<file path="src/rtl/branch_hazard_ctrl_pkg.sv">
// Shared opcode constants and FSM state encoding for the branch hazard control stage.
package branch_hazard_ctrl_pkg;

  localparam logic [4:0] OP_ALU  = 5'b00000;
  localparam logic [4:0] OP_ADDI = 5'b00101;
  localparam logic [4:0] OP_LW   = 5'b01000;

  typedef enum logic [1:0] {
    IDLE    = 2'd0,
    STALL   = 2'd1,
    RESOLVE = 2'd2,
    FLUSH   = 2'd3
  } state_t;

endpackage

</file>
<file path="src/rtl/branch_hazard_ctrl_if.sv">
// Detector/pipeline <-> branch hazard control bundle. The stat_* counters exist only
// when BRANCH_STATS_EN is defined.
interface branch_hazard_ctrl_if;
  logic        b_now, pass, prob_rs, prob_rd, ld_old, taken;
  logic        stall_pc, stall_fd, bubble_dx, flush_fd, flush_dx;
  logic        byp_rs, byp_rd, busy;
`ifdef BRANCH_STATS_EN
  logic [15:0] stat_taken, stat_stall;

  modport master (
    output b_now, pass, prob_rs, prob_rd, ld_old, taken,
    input  stall_pc, stall_fd, bubble_dx, flush_fd, flush_dx,
           byp_rs, byp_rd, busy, stat_taken, stat_stall
  );
  modport slave (
    input  b_now, pass, prob_rs, prob_rd, ld_old, taken,
    output stall_pc, stall_fd, bubble_dx, flush_fd, flush_dx,
           byp_rs, byp_rd, busy, stat_taken, stat_stall
  );
`else
  modport master (
    output b_now, pass, prob_rs, prob_rd, ld_old, taken,
    input  stall_pc, stall_fd, bubble_dx, flush_fd, flush_dx,
           byp_rs, byp_rd, busy
  );
  modport slave (
    input  b_now, pass, prob_rs, prob_rd, ld_old, taken,
    output stall_pc, stall_fd, bubble_dx, flush_fd, flush_dx,
           byp_rs, byp_rd, busy
  );
`endif
endinterface

</file>
<file path="src/rtl/branch_hazard_ctrl_sat_down_counter.sv">
// Loadable down-counter that saturates at zero; shared by the STALL and FLUSH windows.
module sat_down_counter #(
  parameter int W = 3
) (
  input  logic         clock,
  input  logic         reset,
  input  logic         load,
  input  logic [W-1:0] load_val,
  input  logic         dec,
  output logic [W-1:0] cnt,
  output logic         zero
);

  always_ff @(posedge clock or posedge reset) begin
    if (reset)                    cnt <= '0;
    else if (load)                cnt <= load_val;
    else if (dec && cnt != '0)    cnt <= cnt - W'(1);
  end

  assign zero = (cnt == '0);

endmodule

</file>
<file path="src/rtl/branch_hazard_ctrl.sv">
// Branch hazard control: load-use stall, comparator bypass selects, taken-branch flush.
// Optional BRANCH_STATS_EN adds saturating taken/stall event counters.
module branch_hazard_ctrl
  import branch_hazard_ctrl_pkg::*;
#(
  parameter int LOAD_STALL_CYCLES = 2,
  parameter int FLUSH_CYCLES      = 2,
  parameter int CNT_W             = 3
) (
  input  logic             clock,
  input  logic             reset,
  branch_hazard_ctrl_if.slave bus
);

  state_t            state, nxt;
  logic [CNT_W-1:0]  cnt;
  logic              cnt_zero, cnt_load, cnt_dec;
  logic [CNT_W-1:0]  cnt_val;
  logic              ld_hz, accept;
  logic              stall_c, flush_fd_c, flush_dx_c;
  logic              byp_rs_n, byp_rd_n, byp_rs_q, byp_rd_q;
  logic              taken_ev, stall_ev;

  assign ld_hz = bus.b_now & bus.ld_old & (bus.prob_rs | bus.prob_rd);

  sat_down_counter #(.W(CNT_W)) u_cnt (
    .clock(clock), .reset(reset), .load(cnt_load), .load_val(cnt_val),
    .dec(cnt_dec), .cnt(cnt), .zero(cnt_zero)
  );

  always_comb begin
    nxt        = state;
    accept     = 1'b0;
    stall_c    = 1'b0;
    flush_fd_c = 1'b0;
    flush_dx_c = 1'b0;
    cnt_load   = 1'b0;
    cnt_val    = '0;
    cnt_dec    = 1'b0;
    byp_rs_n   = 1'b0;
    byp_rd_n   = 1'b0;
    taken_ev   = 1'b0;
    stall_ev   = 1'b0;
    case (state)
      IDLE:    accept = 1'b1;
      RESOLVE: begin
        if (bus.taken) begin
          flush_fd_c = 1'b1;
          flush_dx_c = 1'b1;
          cnt_load   = 1'b1;
          cnt_val    = CNT_W'(FLUSH_CYCLES - 1);
          taken_ev   = 1'b1;
          nxt        = (FLUSH_CYCLES == 1) ? IDLE : FLUSH;
        end else begin
          accept = 1'b1;
        end
      end
      // The count reaches zero on this edge when cnt<=1, so the window ends here.
      STALL: begin
        stall_c = 1'b1;
        cnt_dec = 1'b1;
        if (cnt_zero || cnt == CNT_W'(1)) nxt = IDLE;
      end
      FLUSH: begin
        flush_fd_c = 1'b1;
        cnt_dec    = 1'b1;
        if (cnt_zero || cnt == CNT_W'(1)) nxt = IDLE;
      end
      default: nxt = IDLE;
    endcase
    // Load-use beats bypass: stall first, the held branch is re-decided afterwards.
    if (accept) begin
      if (ld_hz) begin
        stall_c  = 1'b1;
        cnt_load = 1'b1;
        cnt_val  = CNT_W'(LOAD_STALL_CYCLES - 1);
        stall_ev = 1'b1;
        nxt      = (LOAD_STALL_CYCLES == 1) ? IDLE : STALL;
      end else if (bus.b_now) begin
        byp_rs_n = bus.pass & bus.prob_rs;
        byp_rd_n = bus.pass & bus.prob_rd;
        nxt      = RESOLVE;
      end else begin
        nxt = IDLE;
      end
    end
  end

  always_ff @(posedge clock or posedge reset) begin
    if (reset) begin
      state    <= IDLE;
      byp_rs_q <= 1'b0;
      byp_rd_q <= 1'b0;
    end else begin
      state    <= nxt;
      byp_rs_q <= byp_rs_n;
      byp_rd_q <= byp_rd_n;
    end
  end

  // Mealy outputs are masked while reset is held so nothing leaks from live inputs.
  assign bus.stall_pc  = stall_c & ~reset;
  assign bus.stall_fd  = stall_c & ~reset;
  assign bus.bubble_dx = stall_c & ~reset;
  assign bus.flush_fd  = flush_fd_c & ~reset;
  assign bus.flush_dx  = flush_dx_c & ~reset;
  assign bus.byp_rs    = byp_rs_q;
  assign bus.byp_rd    = byp_rd_q;
  assign bus.busy      = (state != IDLE);

`ifdef BRANCH_STATS_EN
  logic [15:0] st_taken_q, st_stall_q;

  always_ff @(posedge clock or posedge reset) begin
    if (reset) begin
      st_taken_q <= '0;
      st_stall_q <= '0;
    end else begin
      if (taken_ev && st_taken_q != 16'hFFFF) st_taken_q <= st_taken_q + 16'd1;
      if (stall_ev && st_stall_q != 16'hFFFF) st_stall_q <= st_stall_q + 16'd1;
    end
  end

  assign bus.stat_taken = st_taken_q;
  assign bus.stat_stall = st_stall_q;
`else
  logic unused_ev;
  assign unused_ev = taken_ev ^ stall_ev;
`endif

endmodule

</file>
<file path="src/flat_wrapper.sv">
// flat-port wrapper written by rule: the top's interface ports become plain ports
module branch_hazard_ctrl_flat import branch_hazard_ctrl_pkg::*;
#(
  parameter int LOAD_STALL_CYCLES = 2,
  parameter int FLUSH_CYCLES      = 2,
  parameter int CNT_W             = 3
)
  (clock, reset, bus_b_now, bus_pass, bus_prob_rs, bus_prob_rd, bus_ld_old, bus_taken, bus_stall_pc, bus_stall_fd, bus_bubble_dx, bus_flush_fd, bus_flush_dx, bus_byp_rs, bus_byp_rd, bus_busy);
  branch_hazard_ctrl_if bus_i ();
  input  logic clock;
  input  logic reset;
  input wire logic [$bits(bus_i.b_now)-1:0] bus_b_now;
  input wire logic [$bits(bus_i.pass)-1:0] bus_pass;
  input wire logic [$bits(bus_i.prob_rs)-1:0] bus_prob_rs;
  input wire logic [$bits(bus_i.prob_rd)-1:0] bus_prob_rd;
  input wire logic [$bits(bus_i.ld_old)-1:0] bus_ld_old;
  input wire logic [$bits(bus_i.taken)-1:0] bus_taken;
  output wire logic [$bits(bus_i.stall_pc)-1:0] bus_stall_pc;
  output wire logic [$bits(bus_i.stall_fd)-1:0] bus_stall_fd;
  output wire logic [$bits(bus_i.bubble_dx)-1:0] bus_bubble_dx;
  output wire logic [$bits(bus_i.flush_fd)-1:0] bus_flush_fd;
  output wire logic [$bits(bus_i.flush_dx)-1:0] bus_flush_dx;
  output wire logic [$bits(bus_i.byp_rs)-1:0] bus_byp_rs;
  output wire logic [$bits(bus_i.byp_rd)-1:0] bus_byp_rd;
  output wire logic [$bits(bus_i.busy)-1:0] bus_busy;
  assign bus_i.b_now = bus_b_now;
  assign bus_i.pass = bus_pass;
  assign bus_i.prob_rs = bus_prob_rs;
  assign bus_i.prob_rd = bus_prob_rd;
  assign bus_i.ld_old = bus_ld_old;
  assign bus_i.taken = bus_taken;
  assign bus_stall_pc = bus_i.stall_pc;
  assign bus_stall_fd = bus_i.stall_fd;
  assign bus_bubble_dx = bus_i.bubble_dx;
  assign bus_flush_fd = bus_i.flush_fd;
  assign bus_flush_dx = bus_i.flush_dx;
  assign bus_byp_rs = bus_i.byp_rs;
  assign bus_byp_rd = bus_i.byp_rd;
  assign bus_busy = bus_i.busy;
  branch_hazard_ctrl #(.LOAD_STALL_CYCLES(LOAD_STALL_CYCLES), .FLUSH_CYCLES(FLUSH_CYCLES), .CNT_W(CNT_W)) u_core (.clock(clock), .reset(reset), .bus(bus_i));
endmodule
</file>
<file path="config.mk">
export PLATFORM = sky130hd
export DESIGN_NAME = branch_hazard_ctrl_flat
export DESIGN_NICKNAME = d
export VERILOG_FILES = /design/src/rtl/branch_hazard_ctrl_pkg.sv /design/src/rtl/branch_hazard_ctrl_if.sv /design/src/rtl/branch_hazard_ctrl_sat_down_counter.sv /design/src/rtl/branch_hazard_ctrl.sv /design/src/flat_wrapper.sv
export SDC_FILE = /design/constraint.sdc
export NUM_CORES = 1
export LEC_CHECK = 0
export CELL_PAD_IN_SITES_DETAIL_PLACEMENT = 1
export CELL_PAD_IN_SITES_GLOBAL_PLACEMENT = 1
export CORE_UTILIZATION = 30
export CTS_BUF_LIST = sky130_fd_sc_hd__clkbuf_4
export DETAILED_ROUTE_END_ITERATION = 8
export PLACE_DENSITY_LB_ADDON = 0.1
export SKIP_CTS_REPAIR_TIMING = 1
export SLEW_MARGIN = 0
export SYNTH_ARGS = -nofsm -noshare
export SYNTH_HDL_FRONTEND = slang
export SYNTH_HIERARCHICAL = 1
export SYNTH_SLANG_ARGS = --single-unit
export TNS_END_PERCENT = 10
</file>
<file path="constraint.sdc">
create_clock -name clock -period 1.35 [get_ports clock]
set_input_delay 0.405 -clock clock [delete_from_list [all_inputs] [get_ports clock]]
set_output_delay 0.405 -clock clock [all_outputs]
set_load 0.01 [all_outputs]
</file>
==> results.md <==
* #FFs+latches synth at 7
* 1st-iter DRT viols at 7
* CTS root buffer: clkbuf_4
* Share of cells above drive strength 1 at 0.5060
* Filler cells at around 160
* N_diodes at 0
* Crit start category: register
* Vias per cell at 4.837
* Share of the synthesized area in the top cell type at 0.3733
* Register area share after synthesis at 0.3733
* Crit path kind: reg -> out
* Yosys cell types at 27
* Critical Path RT at ~0.95 ns
* Buffers on Ports at 15
* Number of CTS-inserted buffers at 3
* Dominant cells by area after synthesis: dfrtp_1 (37%), a221o_1 (6.4%), nor4b_1 (5.6%)
* Crit-path max cell delay at between 0.3 and 0.4 ns
* FFs w/ async S/R, synth at 1.000
* Cells after Synth at 50
* R2R setup slack at -0.21 ns
* GRT Resource Usage Total at 0.1703
* First-pass GRT wire length at between 2000 and 2500 microns
* CTS tree: built
* Final Util at 0.5955
* Most frequent cells after synthesis: dfrtp_1 (7), inv_1 (6), a221o_1 (3), nor4b_1 (3)
* P per Cell Area at about 2000 nW/um^2
* Worst-path clk slew at roughly 0.060 ns
* Tcrit/Tclk final at 1.154
* Avg WL per Cell at around 14 microns
* Leakage power at ~0.47 nW
* Clock latency on the worst-skew pair at 0.25 ns
* Placed Cells at 91
* Status: finished with violations
* Post-synth EDFFs at 0
* Fin worst setup slack at -0.2079 ns
* RD Place Congestion at 0.7753
* Synth Flop Type: dfrtp_1
* Area grow syn2layout at 75.47%
* Fmax at between 600 and 700 MHz
* Worst hold path class: in -> async
* Core Rows at 13
* Nets at 94
* Failing checks: negative setup slack
* Core footprint at around 1400 sq um
* Final setup vio count at 10
* Post-route ant nets at 0
* Most frequent cell after synthesis: dfrtp_1
* Clk_skew at between 0.004 and 0.005 ns
* Largest area contributor in the netlist: dfrtp_1
* Total of max-cap violations at 0
* Register area at between 150 and 200 sq um
* Multi-input gate area at 302.8 sq um
* DPL Wire Length at approximately 1100 microns
* CTS sink count at 7
* H-tree depth at 1
* Die width at ~42 microns
* Starting Density at 0.3394
* Largest net degree at the start of global routing at 8
* DRC errors left at 0
* RSZ-0062 raised after global routing: yes
* Post-synthesis instance area at 469.2 sq um
* Yosys warns at 6
* Clock buffer depth at 2
* Initial antenna violation count at 0
* I/O pin total at 16
* DR vias at about 470
* CP Data Arrival Time at ~1.2 ns
* Max Slew Vio Count at 0
* Initial DRT Pass Iterations at 4
* Die area at 1726 sq um
* Final hold violations at 0
* WHS at ~0.2 ns
* Critical path cell sequence: buf_4 > inv_4 > and4_1 > buf_2
* Tmin final at about 1.6 ns
* Slowest CP cell: dfrtp_1
* Post-Route WL at 1414 microns
* Non-Filler Instances at a little under 100
* Worst setup EP type: output port
* Overflow after GRT at 0
* CP max FO at 4
* Maximum VDD drop at between 1 and 1.5 mV
* Die boundary height at about 42 microns
* Number of global-route vias before repair at 504
* Synth Area per Inst at 9.384 sq um
## area by class of cell
class	count	area share
multi-input combinational	33	0.3678
timing repair buffer	32	0.3252
sequential	7	0.2128
clock buffer	4	0.03647
inverter	7	0.03495
tap	15	0.02280
## state kept, by name, indices dropped and copies added (netlist names)
signal	cells
u_core/u_cnt/cnt	3
u_core/bus.byp_rd	1
u_core/state	2
u_core/bus.byp_rs	1
## final timing paths
check | startpoint | end | depth (start not counted)
worst min-delay path | reset | u_core/u_cnt/cnt[2]$_DFFE_PP0P_ | 3
max in group asynchronous | reset | u_core/bus.byp_rd$_DFF_PP0_ | 4
worst min register to register | u_core/state[1]$_DFFE_PP0P_ | u_core/state[1]$_DFFE_PP0P_ | 2
worst max register to register | u_core/state[0]$_DFFE_PP0P_ | u_core/u_cnt/cnt[1]$_DFFE_PP0P_ | 6
worst max-delay path | u_core/state[0]$_DFFE_PP0P_ | bus_flush_dx | 4
min in group clock | bus_prob_rs | u_core/bus.byp_rs$_DFF_PP0_ | 2
## worst max-delay path: cells and delay by family, from the launching register on
family | cells | cell delay (ns)
and+or+nand+nor | 1 | 0.17
buffers and inverters | 3 | 0.34
DFF | 1 | 0.39
## layout by cell type, fill, tap and decap left out, drive strengths merged, types with 2 or more instances in the layout
master / instances
a21oi: 2
a221o: 3
and2: 2
buf: 23
clkbuf: 4
conb: 2
dfrtp: 7
dlymetal6s2s: 8
ha: 2
inv: 7
nand2: 2
nand2b: 2
nor2b: 3
nor4b: 3
o21ai: 2
## stage by stage
step | area, sq um | power, mW | TNS (ns) | worst slack, ns
after floorplan | 480.5 | 0.8625 | -0.2893 | -0.09262
after global placement | 724.4 | 1.228 | -7.434 | -0.8446
after detailed placement | 724.4 | 1.266 | -7.998 | -0.9192
after CTS | 754.5 | 1.501 | -6.993 | -0.9168
after global routing | 823.3 | 1.754 | -2.218 | -0.2722
final | 823.3 | 1.640 | -1.624 | -0.2079
## logic make-up (layout without fill, tap and decap cells)
group                      Yosys count  in the layout  synth area share
adders and majority gates            2              2           0.05332
other                                1              2          0.007992
AOI/OAI and AO/OA                   11             11            0.1787
buffers and inverters               11             43            0.1200
and+or+nand+nor                     18             18            0.2667
DFF                                  7              7            0.3733
## where the power goes
part           internal (mW)  switching, mW
registers              0.290         0.0476
logic                  0.589          0.495
clock network          0.133         0.0847
## layer usage
| metal | vias up | track usage | share of wire |
|---|---|---|---|
| met3 | 0 | 0.02609 | 0.035 |
| li1 | 238 | - | - |
| met4 | 0 | 0.05806 | 0 |
| met2 | 13 | 0.2938 | 0.52 |
| met1 | 223 | 0.2141 | 0.45 |
| met5 | - | 0 | 0 |
(Power assumes the default switching activity.)
